==> config.mk <==
export PLATFORM = sky130hd
export DESIGN_NAME = mem_port_arbiter
export DESIGN_NICKNAME = d
export VERILOG_FILES = /design/src/rtl/mem_arb_pkg.sv /design/src/rtl/mem_arb_pick.sv /design/src/rtl/mem_port_arbiter.sv
export SDC_FILE = /design/constraint.sdc
export NUM_CORES = 1
export LEC_CHECK = 0
export BUFFER_PORTS_ARGS = -buffer_cell sky130_fd_sc_hd__buf_2
export CAP_MARGIN = 25
export CORE_AREA = 2 2 119 121
export DETAILED_ROUTE_END_ITERATION = 16
export DIE_AREA = 0 0 121 123
export PLACE_DENSITY_LB_ADDON = 0.15
export SLEW_MARGIN = 20
export SYNTH_ARGS = -nofsm -noshare
export SYNTH_HDL_FRONTEND = slang
export SYNTH_HIERARCHICAL = 1
export SYNTH_SLANG_ARGS = --single-unit
==> constraint.sdc <==
create_clock -name clk -period 1.3 [get_ports clk]
set_input_delay 0.065 -clock clk [delete_from_list [all_inputs] [get_ports clk]]
set_output_delay 0.065 -clock clk [all_outputs]
set_load 0.05 [all_outputs]
==> src/rtl/mem_arb_pkg.sv <==
// Shared encodings for the two-port memory arbiter: FSM states and port indices.
// Port 0 is instruction fetch, port 1 is data load/store.
package mem_arb_pkg;

  typedef enum logic {
    ARB_IDLE = 1'b0,
    ARB_BUSY = 1'b1
  } arb_state_e;

  localparam int ARB_PORT_IMEM = 0;
  localparam int ARB_PORT_DMEM = 1;
  localparam int NUM_ARB_PORTS = 2;

endpackage

==> src/rtl/mem_arb_pick.sv <==
// Combinational winner pick from pending requests; one-hot grant, 0 latency, no backpressure.
// MEM_PORT_ARB_RR_EN selects round-robin against the last winner; otherwise port 1 always wins.
module mem_arb_pick
  import mem_arb_pkg::*;
(
  input  logic [NUM_ARB_PORTS-1:0] valid,
`ifdef MEM_PORT_ARB_RR_EN
  input  logic                     last,
`endif
  output logic [NUM_ARB_PORTS-1:0] grant
);

`ifdef MEM_PORT_ARB_RR_EN
  always_comb begin
    grant = valid;
    // On a tie the port that did not win last time goes first.
    if (&valid) begin
      grant = last ? 2'b01 : 2'b10;
    end
  end
`else
  always_comb begin
    grant = valid;
    if (valid[ARB_PORT_DMEM]) begin
      grant = 2'b10;
    end
  end
`endif

endmodule

==> src/rtl/mem_port_arbiter.sv <==
// Shares one single-port slave between fetch (port 0) and data (port 1); 1-cycle grant latency
// plus slave latency, one idle bubble between transfers. MEM_PORT_ARB_RR_EN enables round-robin.
module mem_port_arbiter
  import mem_arb_pkg::*;
#(
  parameter int ADDR_WIDTH = 32,
  parameter int DATA_WIDTH = 32
) (
  input  logic                    clk,
  input  logic                    rst,

  input  logic                    s0_valid_i,
  output logic                    s0_ready_o,
  input  logic [ADDR_WIDTH-1:0]   s0_addr_i,
  input  logic [DATA_WIDTH-1:0]   s0_wdata_i,
  input  logic [DATA_WIDTH/8-1:0] s0_we_i,
  output logic [DATA_WIDTH-1:0]   s0_rdata_o,

  input  logic                    s1_valid_i,
  output logic                    s1_ready_o,
  input  logic [ADDR_WIDTH-1:0]   s1_addr_i,
  input  logic [DATA_WIDTH-1:0]   s1_wdata_i,
  input  logic [DATA_WIDTH/8-1:0] s1_we_i,
  output logic [DATA_WIDTH-1:0]   s1_rdata_o,

  output logic                    m_valid_o,
  input  logic                    m_ready_i,
  output logic [ADDR_WIDTH-1:0]   m_addr_o,
  output logic [DATA_WIDTH-1:0]   m_wdata_o,
  output logic [DATA_WIDTH/8-1:0] m_we_o,
  input  logic [DATA_WIDTH-1:0]   m_rdata_i,

  output logic [1:0]              grant_o
);

  arb_state_e                 state_q, state_d;
  logic [NUM_ARB_PORTS-1:0]   grant_q, grant_d;
  logic [NUM_ARB_PORTS-1:0]   req_vld;
  logic [NUM_ARB_PORTS-1:0]   pick_grant;

  assign req_vld = {s1_valid_i, s0_valid_i};

`ifdef MEM_PORT_ARB_RR_EN
  logic last_q, last_d;

  mem_arb_pick u_pick (
    .valid (req_vld),
    .last  (last_q),
    .grant (pick_grant)
  );
`else
  mem_arb_pick u_pick (
    .valid (req_vld),
    .grant (pick_grant)
  );
`endif

  always_ff @(posedge clk) begin
    if (rst) begin
      state_q <= ARB_IDLE;
      grant_q <= '0;
`ifdef MEM_PORT_ARB_RR_EN
      last_q  <= 1'b1;
`endif
    end else begin
      state_q <= state_d;
      grant_q <= grant_d;
`ifdef MEM_PORT_ARB_RR_EN
      last_q  <= last_d;
`endif
    end
  end

  always_comb begin
    state_d = state_q;
    grant_d = grant_q;
`ifdef MEM_PORT_ARB_RR_EN
    last_d  = last_q;
`endif
    case (state_q)
      ARB_IDLE: begin
        if (|req_vld) begin
          state_d = ARB_BUSY;
          grant_d = pick_grant;
`ifdef MEM_PORT_ARB_RR_EN
          last_d  = pick_grant[ARB_PORT_DMEM];
`endif
        end
      end
      ARB_BUSY: begin
        // The granted port is served even if it drops valid mid-transfer.
        if (m_ready_i) begin
          state_d = ARB_IDLE;
          grant_d = '0;
        end
      end
    endcase
  end

  // Grant is non-zero only in BUSY, so it alone qualifies every slave-side output.
  always_comb begin
    m_addr_o  = '0;
    m_wdata_o = '0;
    m_we_o    = '0;
    if (grant_q[ARB_PORT_DMEM]) begin
      m_addr_o  = s1_addr_i;
      m_wdata_o = s1_wdata_i;
      m_we_o    = s1_we_i;
    end else if (grant_q[ARB_PORT_IMEM]) begin
      m_addr_o  = s0_addr_i;
      m_wdata_o = s0_wdata_i;
      m_we_o    = s0_we_i;
    end
  end

  assign m_valid_o  = |grant_q;
  assign s0_ready_o = grant_q[ARB_PORT_IMEM] & m_ready_i;
  assign s1_ready_o = grant_q[ARB_PORT_DMEM] & m_ready_i;
  assign s0_rdata_o = m_rdata_i;
  assign s1_rdata_o = m_rdata_i;
  assign grant_o    = grant_q;

endmodule

==> impl_metrics.ini, run 1 <==
[synth]
synth-simple-area-share_pct = 5.04
ys_types = 18
synth_cells = 168
synthesis.area_sq_um = 1340
synthAdderAreaFrac_pct = 0
synth_compound_area_share_pct = 46.6
syn_avg_cell_area_sq_um = 7.98
synth_top_family_by_area = compound AO/OA/AOI/OAI gates
ys.warnings.count = 6
synth-seq-cells = 3
seq_area_frac_synth_pct = 4.48
yosys-mux-area-fraction_pct = 0
syn_nets = 341
synth_xor_xnor_area_share_pct = 0

[layout]
final_area_sq_um = 3530
syn_to_final_growth_pct = 163
seqCellArea_sq_um = 67.6
drive_gt1_share_pct = 95.7
diodes = 0
nets = 497
multiInputGateArea_sq_um = 1140
stdcell_count = 503
fill_cells = 1440
final_util_pct = 25.9

[floorplan]
die_height_um = 123
die_x_um = 121
coreArea_sq_um = 13600
dieArea_sq_um = 14900
ios = 310
initial_core_util_pct = 9.85
fp-row-count = 43

[timing]
layout_setup_ws_ns = -0.141
finalCriticalPeriod_ns = 1.44
finalClockSkew_ns = 0.00437
setup_violations = 68
relSlewSlack_pct = 82.0
period_share_pct = 111
fin_setup_tns_ns = -7.49
finalMaxSlewViolations = 0
tightestPinTransition_ns = 0.270
hold_viol_final = 0
rsz0062_at_grt = yes
timing.fmax_ghz = 0.694
fin_hold_ws_ns = 0.0266

[hold_path]
hp-class = input port to flip-flop

[detailed_routing]
viasPerCell = 3.78
wl_per_cell_um = 15.4
routed_wl_um = 7730
drt_iter0_markers = 19
vias = 1903
antenna_left = 0
drtPass1Iterations = 4
drc = 0

[placement]
port_buffers = 213
dp_slack_ns = 0.00194
post_dp_cell_area_sq_um = 2390
place_hpwl_um = 5260
dp.cells = 486
finalWeightedCongestion = 0.667

[cts]
path_clk_slew_ns = 0.03
cts_max_level = 1
clk_path_buf_depth = 2
cts_buffers = 3
tritoncts = built
postCtsHoldBufs = 0
cts_root_buffer = clkbuf_16
clock_latency_ns = 0.23
cts.sinks = 3

[setup_path]
crit_chain = nor2b_4 -> buf_6 -> clkbuf_16 -> a22o_4 -> buf_12
critical_path.max_stage_delay_ns = 0.33
worst-path-buf-inv = 3
slowest_stage = dfxtp_4
critPathTopFamily = buffers and inverters
cp.required_ns = 1.24
cp.arrival_ns = 1.38
cp-start-kind = flip-flop
path_class = flip-flop to primary output
end_kind = primary output
cp_max_fo = 5

[global_routing]
grt_use_total_pct = 7.81
grt_pass1_wl_um = 9080
grt_pass1_vias = 1847
grt_max_degree = 44
antenna_found_initial = 0
overflow = 0

[power]
finalPower_mw = 2.22
power.switching_fraction_pct = 43.2
p_leak_nw = 1.82
p_int_mw = 1.26
power.density_nw_per_um2 = 629
power_frac_seq_pct = 4.7
p_comb_share_pct = 72.9
pwr-share-clk_pct = 22.5
p_sw_uw = 959
peakVddDrop_mv = 0.267

[job]
drv_cap = 0

[run_status]
status = finished, violations left
failed_checks = negative setup slack
==> sequential cells by signal (all words and copies together), names as in the netlist <==
name	flops
grant_o	2
state_q	1
==> kinds of logic after synthesis <==
group / after synthesis
buffers and inverters: 81
AO/OA/AOI/OAI: 73
AND/OR/NAND/NOR: 11
flip-flops: 3
==> cells in the mapped netlist <==
library cell	n	area, sq um
a21oi_1	2	10.0
buf_4	66	495
o21ba_2	1	10.0
dfxtp_1	3	60.1
or2_1	1	6.26
a22o_1	68	596
nor3_1	1	5.00
buf_2	5	25.0
o21ai_0	1	5.00
clkbuf_1	6	22.5
nor2b_1	1	6.26
nor2b_2	1	8.76
nand2_1	2	7.51
o21ai_1	1	5.00
and2_1	2	12.5
buf_6	4	45.0
nor2b_4	1	13.8
nor2_1	2	7.51
==> routing by layer <==
| metal | up-vias | global-route usage (%) | share of wire, % |
|---|---|---|---|
| met1 | 857 | 7.03 | 31 |
| met4 | 0 | 3.27 | 1.9 |
| met5 | - | 0 | 0 |
| li1 | 877 | - | - |
| met3 | 19 | 2.08 | 10 |
| met2 | 150 | 16.2 | 56 |
==> layout by cell type, fill, tap and decap left out <==
master,Yosys,layout
a22o_4,0,47
nor2b_1,1,1
nor2b_4,1,2
a21oi_1,2,2
buf_12,0,7
nand2_1,2,2
buf_2,5,143
clkbuf_16,0,8
buf_8,0,42
buf_4,66,4
dfxtp_4,0,2
o21ai_1,1,1
clkbuf_4,0,1
buf_16,0,2
and2_1,2,1
o21ai_0,1,1
or2_1,1,1
clkbuf_1,6,1
o21ba_2,1,1
a22o_2,0,21
buf_6,4,28
and2_2,0,1
nor3_1,1,1
dfxtp_1,3,1
nor2_1,2,2
==> repair_timing <==
item,CTS,global route
setup buffers,4,0
resized for setup,143,71
gates cloned,2,7
endpoints found under the setup margin,69,69
==> final timing paths <==
| kind | depth (start not counted) | to | slack, ns | from |
|---|---|---|---|---|
| worst max-delay path | 5 | m_wdata_o[13] | -0.14 | grant_o[0] |
| worst min-delay path | 2 | grant_o[0] | 0.03 | rst |
| worst max register to register | 3 | grant_o[1] | 0.37 | grant_o[1] |
| worst min register to register | 3 | grant_o[1] | 0.62 | state_q |
==> power by group through the flow <==
stage	logic (mW)	registers, mW	clock network, mW
2_1_floorplan	1.32	0.114	0
3_3_place_gp	1.19	0.106	0
3_5_place_dp	1.19	0.106	0
4_1_cts	1.43	0.104	0.513
5_1_grt	1.68	0.105	0.522
6_report	1.62	0.104	0.499
==> area by class of cell <==
cell class              count  area share [%]
well taps                 180            6.38
clock buffers               4            2.23
repair buffers            232            57.2
flip-flops and latches      3            1.91
multi-input cells          84            32.2
(Power assumes the default switching activity.)
==> inputs of run 2 (changes only) <==
Settings changed: PLACE_DENSITY_LB_ADDON 0.15 to unset.
==> run 2 against run 1 <==
Against the previous run:
- the run still ends with negative setup slack left
- global-route usage up 0.50 points
- register-to-register slack better by 0.04 ns
- count of clock-buffer cells in the layout unchanged
==> impl_metrics.ini, run 2 (same netlist as run 1, synthesis figures left out) <==
[run_status]
status = finished, violations left
failed_checks = negative setup slack

[layout]
nets = 491
layout_commonest_cell = buf_2
drive_gt1_share_pct = 95.6
most-common-layout-cells = 143 x buf_2, 37 x a22o_4, 36 x buf_8
final_area_sq_um = 3320
diodes = 0
syn_to_final_growth_pct = 147
largest_reg_flops = 2

[power]
p_leak_nw = 1.71
p_int_mw = 1.21
peakVddDrop_mv = 0.282
finalPower_mw = 2.16
pwr-share-clk_pct = 22.8
power.density_nw_per_um2 = 652
power_frac_seq_pct = 4.9
p_comb_share_pct = 72.3
power.switching_fraction_pct = 43.8
p_sw_uw = 947

[cts]
cts_max_level = 1
path_clk_slew_ns = 0.03
cts.sinks = 3
clk_path_buf_depth = 2
tritoncts = built
cts_root_buffer = clkbuf_16
cts_buffers = 3
clock_latency_ns = 0.23
postCtsHoldBufs = 0

[setup_path]
end_kind = primary output
cp.required_ns = 1.24
cp.arrival_ns = 1.38
cp_max_fo = 11
cp-start-kind = flip-flop
path_class = flip-flop to primary output

[timing]
timing.fmax_ghz = 0.692
setup_violations = 68
fin_hold_ws_ns = 0.0226
tightestPinTransition_ns = 0.256
finalClockSkew_ns = 0.00187
hold_viol_final = 0
finalMaxSlewViolations = 0
finalCriticalPeriod_ns = 1.44
layout_setup_ws_ns = -0.144
rsz0062_at_grt = yes
period_share_pct = 111
relSlewSlack_pct = 83.1

[floorplan]
die_x_um = 121
dieArea_sq_um = 14900
fp-row-count = 43
ios = 310
initial_core_util_pct = 9.85
coreArea_sq_um = 13600
die_height_um = 123

[global_routing]
grt_max_degree = 46
met1_usage_pct = 8.65
overflow = 0
grt_pass1_vias = 1747
grt_pass1_wl_um = 9290
antenna_found_initial = 0
gr-usage-met2_pct = 15.7
met3_usage_pct = 1.61
busiest_layer = met2
grt_use_total_pct = 8.31

[detailed_routing]
drc = 0
wl_per_cell_um = 16.5
viasPerCell = 3.90
routed_wl_um = 8230
drt_iter0_markers = 58
vias = 1936
drtPass1Iterations = 5
antenna_left = 0

[job]
drv_cap = 0

[hold_path]
hp-class = input port to flip-flop

[placement]
dp_slack_ns = 0.0132
port_buffers = 213
finalWeightedCongestion = 0.688
place_hpwl_um = 5840
post_dp_cell_area_sq_um = 2420
==> run 2: cell count changes in the layout (fill, tap and decap cells not counted) <==
cell,delta
clkbuf_16,-2
buf_8,-6
a22o_4,-10
buf_16,-2
a22o_2,+10
buf_12,+1
buf_6,+4
buf_4,-1
==> run 2: per-stage QoR <==
step | util, % | cells | TNS (ns)
finish | 24.4 | 497 | -8.46
global route | 24.4 | 497 | -11.09
global placement | 17.8 | 484 | 0
CTS | 21.9 | 488 | -6.45
detailed placement | 17.8 | 484 | 0
floorplan | - | 168 | -0.497
==> run 2: worst paths after layout <==
kind | startpoint | to | slack, ns | depth (start not counted)
min reg2reg | grant_o[0] | grant_o[0] | 0.51 | 2
max | grant_o[0] | m_addr_o[23] | -0.14 | 5
min | rst | grant_o[1] | 0.02 | 2
max reg2reg | grant_o[1] | grant_o[1] | 0.41 | 3
==> run 2: per-layer routing <==
metal  vias to the layer above  share of wire (%)
met1                       884                 33
li1                        865                  -
met3                        34                8.5
met4                         0                3.7
met5                         -                  0
met2                       153                 54
==> run 2: what timing repair did <==
item	CTS	global route
cloned	0	6
gates resized for setup	152	33
pin swaps	1	0
endpoints found under the setup margin	69	70
endpoints found under the hold margin	0	0
buffers inserted	0	3
==> run 2: power groups by stage <==
stage / clock network (mW) / registers (mW) / logic (mW)
5_1_grt: 0.514 / 0.107 / 1.62
3_3_place_gp: 0 / 0.106 / 1.21
6_report: 0.494 / 0.105 / 1.56
2_1_floorplan: 0 / 0.114 / 1.32
3_5_place_dp: 0 / 0.107 / 1.21
4_1_cts: 0.506 / 0.105 / 1.44
==> run 2: critical path: stages (launching register included) <==
cell and delay [ns]:
dfxtp_4 0.34, nor2b_4 0.14, buf_12 0.14, clkbuf_16 0.17, a22o_4 0.22, buf_8 0.15
==> run 2: area by class of cell <==
type / count / area (sq um)
Clock buffer: 4 / 78.8
Fill cell: 1450 / 10300
Multi-Input combinational cell: 84 / 1060
Sequential cell: 3 / 67.6
Tap cell: 180 / 225
Timing Repair Buffer: 226 / 1880
